==> config.mk <==
export PLATFORM = sky130hd
export DESIGN_NAME = l2_layer_ctrl_flat
export DESIGN_NICKNAME = d
export VERILOG_FILES = /design/src/rtl/l2_layer_ctrl_if.sv /design/src/rtl/l2_layer_ctrl.sv /design/src/flat_wrapper.sv
export SDC_FILE = /design/constraint.sdc
export NUM_CORES = 1
export LEC_CHECK = 0
export ABC_AREA = 1
export ABC_CLOCK_PERIOD_IN_PS = 1400
export CAP_MARGIN = 20
export CORE_AREA = 2 2 138 140
export CTS_BUF_LIST = sky130_fd_sc_hd__clkbuf_16
export CTS_CLUSTER_SIZE = 25
export DETAILED_ROUTE_END_ITERATION = 10
export DIE_AREA = 0 0 140 142
export SLEW_MARGIN = 20
export SYNTH_ARGS = -nofsm -noshare
export SYNTH_HDL_FRONTEND = slang
export SYNTH_SLANG_ARGS = --single-unit
==> constraint.sdc <==
create_clock -name clk -period 1.4 [get_ports clk]
set_input_delay 0.28 -clock clk [delete_from_list [all_inputs] [get_ports clk]]
set_output_delay 0.28 -clock clk [all_outputs]
set_load 0.1 [all_outputs]
==> src/rtl/l2_layer_ctrl_if.sv <==
// Signal bundle between the dense-layer controller and its surroundings: input vector
// handshake, weight-memory read port, shared neuron datapath and the tagged result stream.
interface l2_layer_ctrl_if #(
  parameter int unsigned N     = 4,
  parameter int unsigned WIDTH = 16,
  parameter int unsigned AW    = 3
);

  logic                 x_valid;
  logic                 x_ready;
  logic [N*WIDTH-1:0]   x_in;

  logic                 w_rd_en;
  logic [AW-1:0]        w_addr;
  logic [N*WIDTH-1:0]   w_rdata;
  logic [WIDTH-1:0]     b_rdata;

  logic [N*WIDTH-1:0]   nx;
  logic [N*WIDTH-1:0]   nw;
  logic [WIDTH-1:0]     nb;
  logic [WIDTH-1:0]     ny;

  logic                 out_valid;
  logic [AW-1:0]        out_idx;
  logic [WIDTH-1:0]     out_data;
  logic                 busy;
  logic                 done;
  logic [WIDTH-1:0]     max_val;
  logic [AW-1:0]        max_idx;

  // Controller side.
  modport master (
    input  x_valid, x_in, w_rdata, b_rdata, ny,
    output x_ready, w_rd_en, w_addr, nx, nw, nb,
           out_valid, out_idx, out_data, busy, done, max_val, max_idx
  );

  // Environment side: vector source, weight memory, neuron and result consumer.
  modport slave (
    output x_valid, x_in, w_rdata, b_rdata, ny,
    input  x_ready, w_rd_en, w_addr, nx, nw, nb,
           out_valid, out_idx, out_data, busy, done, max_val, max_idx
  );

endinterface

==> src/rtl/l2_layer_ctrl.sv <==
// Dense-layer sequencer: issues M weight rows through one shared 2-cycle neuron and tags results.
// Optional running argmax over the layer's results when L2_LAYER_CTRL_ARGMAX_EN is defined.
module l2_layer_ctrl #(
  parameter int unsigned N     = 4,
  parameter int unsigned WIDTH = 16,
  parameter int unsigned M     = 8,
  parameter int unsigned AW    = 3
) (
  input  logic            clk,
  input  logic            rst,
  l2_layer_ctrl_if.master ctrl_bus
);

  typedef enum logic [1:0] {
    StIdle,
    StIssue,
    StDrain,
    StDone
  } state_e;

  state_e             r_state;
  state_e             w_state_nxt;

  logic [N*WIDTH-1:0] r_x;
  logic [AW-1:0]      r_cnt;
  logic [2:0]         r_tag_vld;
  logic [AW-1:0]      r_tag_idx [3];

  logic               w_accept;
  logic               w_last_issue;
  logic               w_rd_en;
  logic [AW-1:0]      w_addr;
  logic               w_x_ready;
  logic               w_busy;
  logic               w_done;

  assign w_accept     = (r_state == StIdle) && ctrl_bus.x_valid;
  assign w_last_issue = (r_state == StIssue) && (r_cnt == AW'(M - 1));

  // State register
  always_ff @(posedge clk) begin
    if (rst) begin
      r_state <= StIdle;
    end else begin
      r_state <= w_state_nxt;
    end
  end

  // Next-state logic
  always_comb begin
    w_state_nxt = r_state;
    unique case (r_state)
      StIdle:  if (ctrl_bus.x_valid) w_state_nxt = StIssue;
      StIssue: if (w_last_issue)     w_state_nxt = StDrain;
      // Stage 2 empties this cycle, so only the two younger stages decide the exit.
      StDrain: if (!r_tag_vld[0] && !r_tag_vld[1]) w_state_nxt = StDone;
      StDone:  w_state_nxt = StIdle;
      default: w_state_nxt = StIdle;
    endcase
  end

  // Output logic
  always_comb begin
    w_x_ready = 1'b0;
    w_rd_en   = 1'b0;
    w_addr    = '0;
    w_busy    = 1'b1;
    w_done    = 1'b0;
    unique case (r_state)
      StIdle: begin
        w_x_ready = 1'b1;
        w_busy    = 1'b0;
      end
      StIssue: begin
        w_rd_en = 1'b1;
        w_addr  = r_cnt;
      end
      StDrain: ;
      StDone:  w_done = 1'b1;
      default: ;
    endcase
  end

  // Input vector register and row counter
  always_ff @(posedge clk) begin
    if (rst) begin
      r_x   <= '0;
      r_cnt <= '0;
    end else begin
      if (w_accept) begin
        r_x   <= ctrl_bus.x_in;
        r_cnt <= '0;
      end else if (r_state == StIssue) begin
        r_cnt <= w_last_issue ? '0 : r_cnt + 1'b1;
      end
    end
  end

  // Tag pipeline: memory read latency (1) plus neuron latency (2)
  always_ff @(posedge clk) begin
    if (rst) begin
      r_tag_vld    <= '0;
      r_tag_idx[0] <= '0;
      r_tag_idx[1] <= '0;
      r_tag_idx[2] <= '0;
    end else begin
      r_tag_vld    <= {r_tag_vld[1:0], w_rd_en};
      r_tag_idx[0] <= w_addr;
      r_tag_idx[1] <= r_tag_idx[0];
      r_tag_idx[2] <= r_tag_idx[1];
    end
  end

  assign ctrl_bus.x_ready   = w_x_ready;
  assign ctrl_bus.w_rd_en   = w_rd_en;
  assign ctrl_bus.w_addr    = w_addr;
  assign ctrl_bus.nx        = r_x;
  assign ctrl_bus.nw        = ctrl_bus.w_rdata;
  assign ctrl_bus.nb        = ctrl_bus.b_rdata;
  assign ctrl_bus.out_valid = r_tag_vld[2];
  assign ctrl_bus.out_idx   = r_tag_idx[2];
  assign ctrl_bus.out_data  = ctrl_bus.ny;
  assign ctrl_bus.busy      = w_busy;
  assign ctrl_bus.done      = w_done;

`ifdef L2_LAYER_CTRL_ARGMAX_EN
  logic [WIDTH-1:0] r_max_val;
  logic [AW-1:0]    r_max_idx;

  // Strict greater-than keeps the lowest index on ties.
  always_ff @(posedge clk) begin
    if (rst) begin
      r_max_val <= '0;
      r_max_idx <= '0;
    end else if (w_accept) begin
      r_max_val <= '0;
      r_max_idx <= '0;
    end else if (r_tag_vld[2] && ($signed(ctrl_bus.ny) > $signed(r_max_val))) begin
      r_max_val <= ctrl_bus.ny;
      r_max_idx <= r_tag_idx[2];
    end
  end

  assign ctrl_bus.max_val = r_max_val;
  assign ctrl_bus.max_idx = r_max_idx;
`else
  assign ctrl_bus.max_val = '0;
  assign ctrl_bus.max_idx = '0;
`endif

endmodule

==> src/flat_wrapper.sv <==
// flat-port wrapper written by rule: the top's interface ports become plain ports
module l2_layer_ctrl_flat 
#(
  parameter int unsigned N     = 4,
  parameter int unsigned WIDTH = 16,
  parameter int unsigned M     = 8,
  parameter int unsigned AW    = 3
)
  (clk, rst, ctrl_bus_x_valid, ctrl_bus_x_in, ctrl_bus_w_rdata, ctrl_bus_b_rdata, ctrl_bus_ny, ctrl_bus_x_ready, ctrl_bus_w_rd_en, ctrl_bus_w_addr, ctrl_bus_nx, ctrl_bus_nw, ctrl_bus_nb, ctrl_bus_out_valid, ctrl_bus_out_idx, ctrl_bus_out_data, ctrl_bus_busy, ctrl_bus_done, ctrl_bus_max_val, ctrl_bus_max_idx);
  l2_layer_ctrl_if #(.N(N), .WIDTH(WIDTH), .AW(AW)) ctrl_bus_i ();
  input  logic clk;
  input  logic rst;
  input wire logic [$bits(ctrl_bus_i.x_valid)-1:0] ctrl_bus_x_valid;
  input wire logic [$bits(ctrl_bus_i.x_in)-1:0] ctrl_bus_x_in;
  input wire logic [$bits(ctrl_bus_i.w_rdata)-1:0] ctrl_bus_w_rdata;
  input wire logic [$bits(ctrl_bus_i.b_rdata)-1:0] ctrl_bus_b_rdata;
  input wire logic [$bits(ctrl_bus_i.ny)-1:0] ctrl_bus_ny;
  output wire logic [$bits(ctrl_bus_i.x_ready)-1:0] ctrl_bus_x_ready;
  output wire logic [$bits(ctrl_bus_i.w_rd_en)-1:0] ctrl_bus_w_rd_en;
  output wire logic [$bits(ctrl_bus_i.w_addr)-1:0] ctrl_bus_w_addr;
  output wire logic [$bits(ctrl_bus_i.nx)-1:0] ctrl_bus_nx;
  output wire logic [$bits(ctrl_bus_i.nw)-1:0] ctrl_bus_nw;
  output wire logic [$bits(ctrl_bus_i.nb)-1:0] ctrl_bus_nb;
  output wire logic [$bits(ctrl_bus_i.out_valid)-1:0] ctrl_bus_out_valid;
  output wire logic [$bits(ctrl_bus_i.out_idx)-1:0] ctrl_bus_out_idx;
  output wire logic [$bits(ctrl_bus_i.out_data)-1:0] ctrl_bus_out_data;
  output wire logic [$bits(ctrl_bus_i.busy)-1:0] ctrl_bus_busy;
  output wire logic [$bits(ctrl_bus_i.done)-1:0] ctrl_bus_done;
  output wire logic [$bits(ctrl_bus_i.max_val)-1:0] ctrl_bus_max_val;
  output wire logic [$bits(ctrl_bus_i.max_idx)-1:0] ctrl_bus_max_idx;
  assign ctrl_bus_i.x_valid = ctrl_bus_x_valid;
  assign ctrl_bus_i.x_in = ctrl_bus_x_in;
  assign ctrl_bus_i.w_rdata = ctrl_bus_w_rdata;
  assign ctrl_bus_i.b_rdata = ctrl_bus_b_rdata;
  assign ctrl_bus_i.ny = ctrl_bus_ny;
  assign ctrl_bus_x_ready = ctrl_bus_i.x_ready;
  assign ctrl_bus_w_rd_en = ctrl_bus_i.w_rd_en;
  assign ctrl_bus_w_addr = ctrl_bus_i.w_addr;
  assign ctrl_bus_nx = ctrl_bus_i.nx;
  assign ctrl_bus_nw = ctrl_bus_i.nw;
  assign ctrl_bus_nb = ctrl_bus_i.nb;
  assign ctrl_bus_out_valid = ctrl_bus_i.out_valid;
  assign ctrl_bus_out_idx = ctrl_bus_i.out_idx;
  assign ctrl_bus_out_data = ctrl_bus_i.out_data;
  assign ctrl_bus_busy = ctrl_bus_i.busy;
  assign ctrl_bus_done = ctrl_bus_i.done;
  assign ctrl_bus_max_val = ctrl_bus_i.max_val;
  assign ctrl_bus_max_idx = ctrl_bus_i.max_idx;
  l2_layer_ctrl #(.N(N), .WIDTH(WIDTH), .M(M), .AW(AW)) u_core (.clk(clk), .rst(rst), .ctrl_bus(ctrl_bus_i));
endmodule
==> metrics.cfg <==
[power]
sequentialPowerShare_pct=23.2
worst_ir_drop_vdd_mv=1.488
power.share.clock_pct=15.7
leakagePower_nw=2.441
power_switching_share_pct=50.01
power_per_cell_area_mw_per_mm2=2502
p_switching_mw=7.547
intPower_mw=7.546
combPwrFrac_pct=61.1

[critical_path]
slowest_stage=dfxtp_2
arrival_ps=1300
crit_path_cell_trace=inv_2 -> ha_4 -> nand2_4 -> clkinvlp_4 -> buf_12
timing_worst_setup_path_type=reg -> out
critPathRequiredTime_ps=1120
endpoint_kind=output pin
cpPeakStageDelay_ps=330
cp-start-kind=register
timing.critical_path.max_delay_family=buffers and inverters
critPathBufInv=3
crit_path_max_fanout=7

[floorplanning]
die_y_um=142
start_util_pct=20.52
fp.dieArea_mm2=0.01988
floorplan.die.width_um=140
fp-row-count=50
design.portCount=353
core_mm2=0.01846

[cells_and_area]
drive_gt1_share_pct=27.56
antenna_cells=0
finalNonFillerCells=771
areaGrowthSynthToFinish_pct=59.35
final_net_count=701

[routing]
route.final.wire_length_um=10420
dr_total_vias=2951
route.detailed.vias_per_inst=3.827
postRouteAntennaNets=0
met2RoutedLength_um=4561
wl_per_cell_um=13.52
dr.pass1.iters=9
met3_wl_um=1041
route.detailed.drc=25
maxUsedRoutingLayer=met4
detail_route.iter0.violations=97
wl_met1_um=4165

[timing]
max_slew_violation_total_from_the_final_report=0
unrepaired_setup_endpoints_after_global_routing=true
final.setup_skew_ps=5.692
period_needed_ps=1581
fmax_achieved_mhz=632.5
final_critical_path_setup_slack_ps=-181.1
final_cycle_share_pct=112.9
post_route_setup_tns_ps=-1491
endpoints_failing_setup=40
finalHoldViolations=0

[outcome]
outcome=complete, but fails checks
violated_checks=DRC, setup timing

[logic_synthesis]
synth_top_cell_by_area=dfxtp_1
yosys_register_bits=81
ys.warnings.count=0
syn-instance-count=483
syn-cell-area_mm2=0.003786
post_synth_main_area_contributors=dfxtp_1 43%, buf_4 25%, nor2_1 15%
share_of_yosys_cell_area_claimed_by_the_top_area_cell_type_pct=42.83
synth.yosys.seq_area_share_pct=42.83
avgSynthCellArea_um2=7.839
synth.distinct_cells=17

[global_route]
grt_max_degree=40
wire_length_of_the_first_global_routing_pass_um=14680
gr-total-overflow=0
grtUsageTotal_pct=9.661
grt_pass1_vias=2821
antenna_found_initial=0

[placed_design]
placed_cells=744
detailedPlacementHpwl_um=6952
place_congestion=0.6895
buffer_ports.inserted=141

[clock_network]
worst_skew_pair.late_latency_ps=340
numCtsBuffers=9
clock_tree.buffer_depth=2
tritoncts=done
count_of_hold_fix_buffers_inserted_at_cts=0
root_buffer=clkbuf_16
numClockSinks=81
clock_slew_at_the_register_clock_pins_of_the_worst_setup_and_hold_paths_ps=60
h_tree_level_count=3

[job]
drv_cap=0

[hold_path]
min_path_type=reg -> reg

## placed cells by master (no fill, tap or decap)
cell type and n:
nor3_1 1, dfxtp_4 1, nor2_1 139, buf_6 3, nand3_1 3, clkinv_1 2, o21ai_0 8, inv_4 1
bufinv_16 1, inv_1 13, buf_4 8, inv_8 1, o21ai_2 8, clkdlybuf4s50_1 66, clkinvlp_4 5, dfxtp_2 3
a21oi_1 3, clkinv_4 3, nand2_1 7, nand2_2 2, nor2_4 1, dfxtp_1 77, buf_12 78, nand2_8 1
o21ai_4 1, o21ai_1 48, clkbuf_16 12, ha_4 3, nand2_4 3, conb_1 19, inv_2 3, nor2_2 8
ha_1 3, buf_16 2
## worst paths after layout
check                              start                     end  slack [ps]  depth (start not counted)
setup / recovery       u_core.r_state[1]      ctrl_bus_w_addr[0]        -180                          5
hold / removal    u_core.r_tag_idx[0][4]  u_core.r_tag_idx[0][7]         400                          2
setup reg to reg       u_core.r_state[0]  u_core.ctrl_bus.nx[18]         -30                          8
hold reg to reg   u_core.r_tag_idx[0][4]  u_core.r_tag_idx[0][7]         400                          2
## power by group through the flow
stage	Combinational [mW]	Sequential, mW	Clock [mW]
global placement	8.70	3.52	0
global route	9.60	3.58	2.59
CTS	8.82	3.50	2.49
finish	9.22	3.50	2.38
floorplan	3.44	6.98	0
detailed placement	8.74	3.54	0
## sequential cells by signal (all words and copies together), names as in the netlist
register,count
u_core.ctrl_bus.nx,64
u_core.r_cnt,3
u_core.r_tag_vld,3
u_core.r_state,2
u_core.r_tag_idx,9
## cell type report
class	count	area, µm²
Fill cell	1886	12420
Timing Repair Buffer	160	2446
Sequential cell	81	1629
Multi-Input combinational cell	258	1261
Tap cell	234	292.8
Clock buffer	9	225.2
Inverter	22	107.6
Clock inverter	7	71.32
## worst reg2reg max path: stages (launching register included)
cell	delay (ps)
dfxtp_4	370
inv_4	70
ha_4	200
buf_6	130
nand2_8	100
inv_8	130
buf_16	190
nor2_1	90
nor2_1	100
## layer usage
metal | up-vias | global-route usage [%]
li1 | 1456 | -
met1 | 1285 | 10.18
met2 | 153 | 14.62
met3 | 57 | 4.576
met4 | 0 | 8.240
met5 | - | 0
## logic make-up (layout without fill, tap and decap cells)
kind of cell | after synthesis | after routing | synth area share [%]
adder cells (fa/ha/maj) | 6 | 6 | 1.983
AO/OA/AOI/OAI | 68 | 68 | 8.989
flip-flops | 81 | 81 | 42.83
buffers and inverters | 162 | 198 | 29.61
other | 1 | 19 | 0.09905
AND/OR/NAND/NOR | 165 | 165 | 16.49
## metrics by stage
stage | utilization [%] | hold slack, ps | total power, mW | setup slack [ps] | instance area (µm²)
2_1_floorplan | - | 351.2 | 10.43 | -230.7 | 3925
3_3_place_gp | 29.55 | 394.4 | 12.22 | -116.4 | 5454
3_5_place_dp | 29.55 | 393.7 | 12.28 | -100.3 | 5454
4_1_cts | 31.44 | 402.9 | 14.81 | -203.9 | 5802
5_1_grt | 32.69 | 420.6 | 15.77 | -243.3 | 6033
6_report | 32.69 | 401.7 | 15.09 | -181.1 | 6033
## timing repair
action | CTS | global route
buffers inserted | 3 | 4
cloned | 0 | 4
pin swaps | 2 | 2
endpoints found under the setup margin | 8 | 11
gates resized for setup | 7 | 40
## synthesized netlist by cell type
cell type	instances
nor2_1	148
conb_1	1
buf_4	125
o21ai_1	50
clkbuf_1	5
buf_2	4
nor3_1	1
inv_2	2
nand2_1	13
nand3_1	3
a21oi_1	3
inv_1	20
buf_6	5
clkbuf_2	1
o21ai_0	15
ha_1	6
dfxtp_1	81
No activity file was read; power rests on OpenSTA's default activity.
